==> src/rtl/alu_sequencer_pkg.sv <==
// Shared encodings for the ALU sequencer.
// Holds command codes, FSM states and flag bit positions.
package alu_sequencer_pkg;

  localparam int CMD_W  = 4;
  localparam int FLAG_W = 4;

  localparam logic [CMD_W-1:0] CMD_ADD       = 4'd0;
  localparam logic [CMD_W-1:0] CMD_SUB       = 4'd1;
  localparam logic [CMD_W-1:0] CMD_SHL       = 4'd2;
  localparam logic [CMD_W-1:0] CMD_SHL_ALT   = 4'd3;
  localparam logic [CMD_W-1:0] CMD_EQ        = 4'd4;
  localparam logic [CMD_W-1:0] CMD_GT        = 4'd5;
  localparam logic [CMD_W-1:0] CMD_LT        = 4'd6;
  localparam logic [CMD_W-1:0] CMD_MAX_LEGAL = 4'd6;

  localparam int FLAG_OVER  = 0;
  localparam int FLAG_UNDER = 1;
  localparam int FLAG_LOG   = 2;
  localparam int FLAG_ERR   = 3;

  typedef enum logic [1:0] {
    ST_IDLE = 2'd0,
    ST_EXEC = 2'd1,
    ST_DONE = 2'd2
  } state_e;

  function automatic logic is_cmp(input logic [CMD_W-1:0] cmd);
    return (cmd >= CMD_EQ) && (cmd <= CMD_MAX_LEGAL);
  endfunction

endpackage

==> src/rtl/alu_sequencer_flag_mask.sv <==
// Per-command masking of raw ALU result and flags.
// Flags not produced by the current command are forced low.
module alu_flag_mask
  import alu_sequencer_pkg::*;
#(
  parameter int N = 8
) (
  input  logic [CMD_W-1:0]  cmd_i,
  input  logic [N-1:0]      out_i,
  input  logic              over_i,
  input  logic              under_i,
  input  logic              log_i,
  output logic [N-1:0]      data_o,
  output logic [FLAG_W-1:0] flags_o,
  output logic              acc_we_o
);

  always_comb begin
    data_o   = '0;
    flags_o  = '0;
    acc_we_o = 1'b0;
    unique case (1'b1)
      (cmd_i == CMD_ADD): begin
        data_o             = out_i;
        flags_o[FLAG_OVER] = over_i;
        acc_we_o           = 1'b1;
      end
      (cmd_i == CMD_SUB): begin
        data_o              = out_i;
        flags_o[FLAG_UNDER] = under_i;
        acc_we_o            = 1'b1;
      end
      (cmd_i == CMD_SHL),
      (cmd_i == CMD_SHL_ALT): begin
        data_o   = out_i;
        acc_we_o = 1'b1;
      end
      is_cmp(cmd_i): begin
        flags_o[FLAG_LOG] = log_i;
      end
      default: begin
        flags_o[FLAG_ERR] = 1'b1;
      end
    endcase
  end

endmodule

==> src/rtl/alu_sequencer.sv <==
// Registered front-end for the combinational ALU: one op per 3 cycles,
// with accumulator, sticky flags and delivered-result counter.
module alu_sequencer
  import alu_sequencer_pkg::*;
#(
  parameter int N     = 8,
  parameter int CNT_W = 16
) (
  input  logic              clk,
  input  logic              rst,
  input  logic              in_valid,
  output logic              in_ready,
  input  logic [CMD_W-1:0]  in_cmd,
  input  logic [N-1:0]      in_a,
  input  logic [N-1:0]      in_b,
  input  logic              in_use_acc,
  output logic [N-1:0]      alu_op1,
  output logic [N-1:0]      alu_op2,
  output logic [CMD_W-1:0]  alu_cmd,
  input  logic [N-1:0]      alu_out,
  input  logic              alu_over,
  input  logic              alu_under,
  input  logic              alu_err,
  input  logic              alu_log,
  output logic              res_valid,
  input  logic              res_ready,
  output logic [N-1:0]      res_data,
  output logic [FLAG_W-1:0] res_flags,
  output logic [N-1:0]      acc,
  output logic [FLAG_W-1:0] sticky,
  input  logic              clr_sticky,
  output logic [CNT_W-1:0]  op_count
);

  state_e              state_q, state_d;
  logic [N-1:0]        op1_q, op1_d;
  logic [N-1:0]        op2_q, op2_d;
  logic [CMD_W-1:0]    cmd_q, cmd_d;
  logic [N-1:0]        data_q, data_d;
  logic [FLAG_W-1:0]   flags_q, flags_d;
  logic [N-1:0]        acc_q, acc_d;
  logic [FLAG_W-1:0]   sticky_q, sticky_d;
  logic [CNT_W-1:0]    cnt_q, cnt_d;

  logic [N-1:0]        m_data;
  logic [FLAG_W-1:0]   m_flags;
  logic                m_acc_we;

  // err is decoded locally from the command, so the ALU's own err is ignored
  logic                unused_alu_err;
  assign unused_alu_err = alu_err;

  alu_flag_mask #(
    .N (N)
  ) u_mask (
    .cmd_i    (cmd_q),
    .out_i    (alu_out),
    .over_i   (alu_over),
    .under_i  (alu_under),
    .log_i    (alu_log),
    .data_o   (m_data),
    .flags_o  (m_flags),
    .acc_we_o (m_acc_we)
  );

  always_comb begin
    state_d  = state_q;
    op1_d    = op1_q;
    op2_d    = op2_q;
    cmd_d    = cmd_q;
    data_d   = data_q;
    flags_d  = flags_q;
    acc_d    = acc_q;
    sticky_d = clr_sticky ? '0 : sticky_q;
    cnt_d    = cnt_q;
    unique case (state_q)
      ST_IDLE: begin
        if (in_valid) begin
          op1_d   = in_use_acc ? acc_q : in_a;
          op2_d   = in_b;
          cmd_d   = in_cmd;
          state_d = ST_EXEC;
        end
      end
      ST_EXEC: begin
        data_d  = m_data;
        flags_d = m_flags;
        if (m_acc_we) acc_d = m_data;
        // a capture in the same cycle as a clear keeps the new flags
        sticky_d = clr_sticky ? m_flags : (sticky_q | m_flags);
        state_d  = ST_DONE;
      end
      ST_DONE: begin
        if (res_ready) begin
          cnt_d   = cnt_q + CNT_W'(1);
          state_d = ST_IDLE;
        end
      end
      default: state_d = ST_IDLE;
    endcase
  end

  always_ff @(posedge clk) begin
    if (rst) begin
      state_q  <= ST_IDLE;
      op1_q    <= '0;
      op2_q    <= '0;
      cmd_q    <= '0;
      data_q   <= '0;
      flags_q  <= '0;
      acc_q    <= '0;
      sticky_q <= '0;
      cnt_q    <= '0;
    end else begin
      state_q  <= state_d;
      op1_q    <= op1_d;
      op2_q    <= op2_d;
      cmd_q    <= cmd_d;
      data_q   <= data_d;
      flags_q  <= flags_d;
      acc_q    <= acc_d;
      sticky_q <= sticky_d;
      cnt_q    <= cnt_d;
    end
  end

  assign in_ready  = (state_q == ST_IDLE);
  assign res_valid = (state_q == ST_DONE);
  assign alu_op1   = op1_q;
  assign alu_op2   = op2_q;
  assign alu_cmd   = cmd_q;
  assign res_data  = data_q;
  assign res_flags = flags_q;
  assign acc       = acc_q;
  assign sticky    = sticky_q;
  assign op_count  = cnt_q;

endmodule

==> config.mk <==
export PLATFORM = sky130hd
export DESIGN_NAME = alu_sequencer
export DESIGN_NICKNAME = d
export VERILOG_FILES = /design/src/rtl/alu_sequencer_pkg.sv /design/src/rtl/alu_sequencer_flag_mask.sv /design/src/rtl/alu_sequencer.sv
export SDC_FILE = /design/constraint.sdc
export NUM_CORES = 1
export LEC_CHECK = 0
export BUFFER_PORTS_ARGS = -buffer_cell sky130_fd_sc_hd__buf_4
export CAP_MARGIN = 20
export CORE_MARGIN = 2
export CORE_UTILIZATION = 45
export CTS_BUF_LIST = sky130_fd_sc_hd__clkbuf_8
export DETAILED_ROUTE_END_ITERATION = 8
export PLACE_DENSITY_LB_ADDON = 0.25
export SYNTH_ARGS = -nofsm -noshare
export SYNTH_HDL_FRONTEND = slang
export SYNTH_SLANG_ARGS = --single-unit
export TNS_END_PERCENT = 100
==> constraint.sdc <==
create_clock -name clk -period 1.7 [get_ports clk]
set_input_delay 0.17 -clock clk [delete_from_list [all_inputs] [get_ports clk]]
set_output_delay 0.17 -clock clk [all_outputs]
set_load 0.01 [all_outputs]
* Yosys cells after proc, flatten, opt, wreduce, memory -nomap -nowiden
Cells that the tools add are included. W data, S select, Z words.
Word-level totals: bits in registers 62, output and inout port bits 62, word-level logic and storage cells 43
Cells by class: $add $sub $neg 1, order comparisons 2, equality and inequality tests 7, muxes and demuxes 13, bitwise logic cells 1, reduce and logical (&&, ||, !) cells 10
Operators with widths (count):
- $add A16 B1 Y16 const B | 1
- $mux W8 | 2
- $mux W4 | 3
- $eq A4 B2 Y1 const B | 2
- $reduce_and A2 Y1 | 4
- $pmux W2 S3 | 1
- $mux W1 | 5
- $reduce_or A5 Y1 | 1
- $eq A4 B1 Y1 const B | 1
- $ge A4 B3 Y1 const B | 1
- $le A4 B3 Y1 const B | 1
- $logic_not A4 Y1 | 1
- $mux W2 | 2
- $or A4 B4 Y4 | 1
- $reduce_or A4 Y1 | 1
- $eq A2 B1 Y1 const B | 1
- $eq A2 B2 Y1 const B | 1
- $logic_not A2 Y1 | 1
- $ne A2 B1 Y1 const B | 1
- $ne A2 B2 Y1 const B | 1
- $reduce_bool A2 Y1 | 1
- $logic_and A1 B1 Y1 | 1

* Logic depth before layout (Yosys ltp)
depth in word-level cells 7, depth in mapped cells 6, mapped depth without buffers 5

* Cells and area by module
Synthesis repeated with hierarchy kept, for this count alone.
Unflattened totals: cell total of the unflattened synthesis 298, area, all modules 2536.2 µm²
By module, submodules not included:
- alu_sequencer | times used 1, cells each 283, area each 2402.3 µm²
- alu_flag_mask | times used 1, cells each 15, area each 133.9 µm²

* Least setup slack after synthesis
No wires, ideal clock.
path type register to register, from reg cnt_q[5] (netlist: op_count[5]), to reg cnt_q[15] (netlist: op_count[15]), library setup time 0.121 ns, data arrival time 1.316 ns, data required time 1.579 ns, path slack 0.263 ns, cell stages (with the launch flop) 5, period minus slack after synthesis 1.437 ns, cell sequence dfxtp_1 > nand4_4 > nor4_2 > nand3_1 > mux2_2
On the way: word-level cells in the longest chain between the ends 1
Ends and longest elaborated chain:
- start, declared | line alu_sequencer.sv:43 | logic [CNT_W-1:0] cnt_q, cnt_d;
- start signal, assigned | line alu_sequencer.sv:123 | cnt_q <= cnt_d;
- $add A16 B1 Y16 | line alu_sequencer.sv:95 | cnt_d = cnt_q + CNT_W'(1);
Every way passes these cells. A chain may end at the register's enable or synchronous reset.

* Worst setup path in the final report
from reg state_q[0], to reg flags_q[1] (netlist: res_flags[1])
On the way: word-level cells in the longest chain between the ends 1
Ends and longest elaborated chain:
- start, declared | line alu_sequencer.sv:35 | state_e state_q, state_d;
- start signal, assigned | line alu_sequencer.sv:115 | state_q <= state_d;
- $eq A2 B1 Y1 | line alu_sequencer.sv:76 | unique case (state_q)
- end signal, assigned | line alu_sequencer.sv:120 | flags_q <= flags_d;
- end, declared | line alu_sequencer.sv:40 | logic [FLAG_W-1:0] flags_q, flags_d;
Every way passes these cells.

==> summary.md <==
| Metric | Value |
|---|---|
| CTS Root Cell | clkbuf_8 |
| Avg Synthesized Cell Area | 8.606 um2 |
| Register area share after synthesis | 51.51% |
| Post-CTS Setup Bufs | 0 |
| Layout Nets | 422 |
| Pwr dens | 875.5 mW/mm2 |
| Worst R2R Setup Slack | 0.15 ns |
| Final worst path period share | 91.25% |
| Port bufs | 98 |
| Post-CTS Resized | 0 |
| VDD IR max | 0.0006514 V |
| Leakage | 0.001484 uW |
| Max-Cap Viols | 0 |
| CP required | 1.96 ns |
| Hold Fails Final Rpt | 0 |
| Sequential share of power | 51.8% |
| CTS Buf Count | 9 |
| Area leader, netlist | dfxtp_1 |
| CTS tree | yes |
| Syn Inst Count | 280 |
| CTS HTree Levels | 3 |
| Area share of the largest cell type after synthesis | 51.51% |
| Synthesized area | 0.002410 mm2 |
| Syn Nets | 319 |
| Most area-consuming cells after synthesis | dfxtp_1 52%, nand2_1 9.2%, a21oi_1 8.7% |
| Fillers | 462 |
| Synth async-reset ratio | 0% |
| Vias per cell | 4.862 |
| Seq cells post-synth | 62 |
| Worst Skew | 0.006426 ns |
| Die Ht | 77.18 um |
| Max_slew headroom | 63.96% |
| Top-count cell post-synth | dfxtp_1 |
| Clk sinks | 62 |
| Number of flops mapped to enable cells by yosys | 0 |
| Die Wd | 77.18 um |
| Crit path time final | 1.551 ns |
| TNS Setup | 0 ns |
| DR iter-0 viols | 124 |
| Clock-pin slew on the worst setup and hold paths | 0.06 ns |
| Largest net degree at the start of global routing | 45 |
| Worst hold path stage count | 3 |
| DIE AREA | 0.005957 mm2 |
| Layout cells sized above 1 | 32.99% |
| Sw Ratio | 25.07% |
| Clk pwr share | 35.4% |
| Hold buffers post-CTS | 0 |
| # IOs | 100 |
| RD Place Congestion | 0.8355 |
| Critical Path AT | 1.81 ns |
| Finished Core Util | 66.70% |
| Max Freq | 644.6 MHz |
| RSZ-0062 raised after global routing | false |
| Net switching power | 752.6 uW |
| Vias in the first global route | 2052 |
| Area Overhead vs Synth | 42.26% |
| CP endpoint kind | flop |
| Initial Util | 46.88% |
| Path depth of the worst reg2reg path | 4 |
| DRT Wirelength | 5.931 mm |
| Most frequent cells after synthesis | 62 x dfxtp_1, 59 x nand2_1, 42 x a21oi_1 |
| HP Class | in2reg |
| Antenna cells | 0 |
| Distinct cells, synth | 34 |
| Final number of setup-violating endpoints | 0 |
| First-pass iteration count of the detailed router | 4 |
| Core Area | 0.005140 mm2 |
| Number of remaining DRC errors | 0 |
| Main flop type after synthesis | dfxtp_1 |
| Clk_lat worst skew | 0.33 ns |
| CP Launch Type | flop |
| First-pass GRT wire length | 9.708 mm |
| Reg-to-reg startpoint | state_q[0] |
| Ys Warns | 0 |
| Hold EP | alu_op2[7] |
| Crit Path Class | reg2reg |
| Final ANT Viol Nets | 0 |
| Slew Limit Fails | 0 |
| Max clock buf depth | 2 |
| Initial antenna violation count | 0 |
| Worst-Margin Slew | 0.5377 ns |
| Row cnt | 26 |
| Status | finished clean |
| DP HPWL | 4.326 mm |
| Grt ovf | 0 |
| Via count | 2227 |
| Max Fanout on Critical Path | 9 |
| Overall Global Routing Usage | 20.81% |
| R2r endpoint | res_flags[1] |
| Min-delay src | in_b[7] |
| Avg WL per Cell | 12.95 um |
| Internal | 2249 uW |
| Comb pwr share | 12.8% |
-- kinds of logic (layout without fill, tap and decap cells) --
logic type      after synthesis  in the layout  synth area share [%]
compound gates               54             54                 12.41
xor+xnor                     10             10                 3.634
fa+ha+maj                     1              1                0.5191
buf+inv                      20            128                 3.375
flops                        62             62                 51.51
mux                          10             10                 4.258
simple gates                123            123                 24.30
-- cells in the final DEF, fill, tap and decap left out, types with 8 or more instances in the layout --
cell type  synthesis  final
dfxtp_1           62     62
nand3_1            8      8
buf_4              0    106
a21oi_1           42     42
clkbuf_8           0     10
inv_1              4      9
nor2_1            25     25
a211oi_1           8      8
nand2_1           59     59
mux2i_1            8      8
-- power groups by stage --
| stage | sequential [uW] | clock (uW) | combinational (uW) |
|---|---|---|---|
| after CTS | 1560 | 1090 | 388 |
| after floorplan | 1610 | 0 | 152 |
| after detailed placement | 1590 | 0 | 386 |
| final | 1560 | 1060 | 384 |
| after global placement | 1580 | 0 | 382 |
| after global routing | 1560 | 1160 | 419 |
-- critical path: stages (launching register included) --
cell     delay, ns
dfxtp_1       0.40
or4b_1        0.68
nor2_4        0.16
nand3_1       0.11
a21oi_1       0.13
-- flip-flops by register name, summed over array words and instances, names as in the netlist --
name / count
state_q: 2
sticky: 4
op_count: 16
alu_op1: 8
res_data: 8
alu_cmd: 4
acc: 8
alu_op2: 8
res_flags: 4
-- cell type report --
cell class,count,area (um2),area share (%)
Inverter,4,15.01,0.4380
Sequential cell,62,1241,36.20
Clock buffer,10,137.6,4.015
Multi-Input combinational cell,198,1087,31.72
Clock inverter,6,23.77,0.6934
Timing Repair Buffer,108,835.8,24.38
Tap cell,70,87.58,2.555
-- worst max-delay path by stage --
stage                start           end  slack [ns]  cells past startpoint
3_3_place_gp    state_q[1]     sticky[1]        0.18                      4
2_1_floorplan  op_count[5]  op_count[15]        0.26                      4
5_1_grt        op_count[4]  op_count[12]        0.08                      5
6_report        state_q[0]  res_flags[1]        0.15                      4
4_1_cts         state_q[0]     sticky[0]        0.15                      4
3_5_place_dp    state_q[1]     sticky[0]        0.16                      4
-- metrics by stage --
step	worst slack, ns	cells	total power, uW	hold WS [ns]	area [um2]
after CTS	0.1481	458	3030	0.07142	3428
after detailed placement	0.1649	442	1972	0.4228	3267
final	0.1487	458	3001	0.08452	3428
after floorplan	0.2635	280	1761	0.3060	2410
after global placement	0.1757	442	1964	0.4171	3267
after global routing	0.08174	458	3146	0.07564	3428
-- routing by layer --
| layer | track usage [%] | share of wire [%] | wire, um | up-vias |
|---|---|---|---|---|
| met5 | 0 | 0 | 0 | - |
| met4 | 11.07 | 1.8 | 104 | 0 |
| met3 | 7.059 | 6.4 | 377 | 11 |
| met2 | 31.65 | 47 | 2769 | 68 |
| met1 | 25.96 | 45 | 2679 | 992 |
| li1 | - | - | - | 1156 |
No activity file was read; power rests on OpenSTA's default activity.
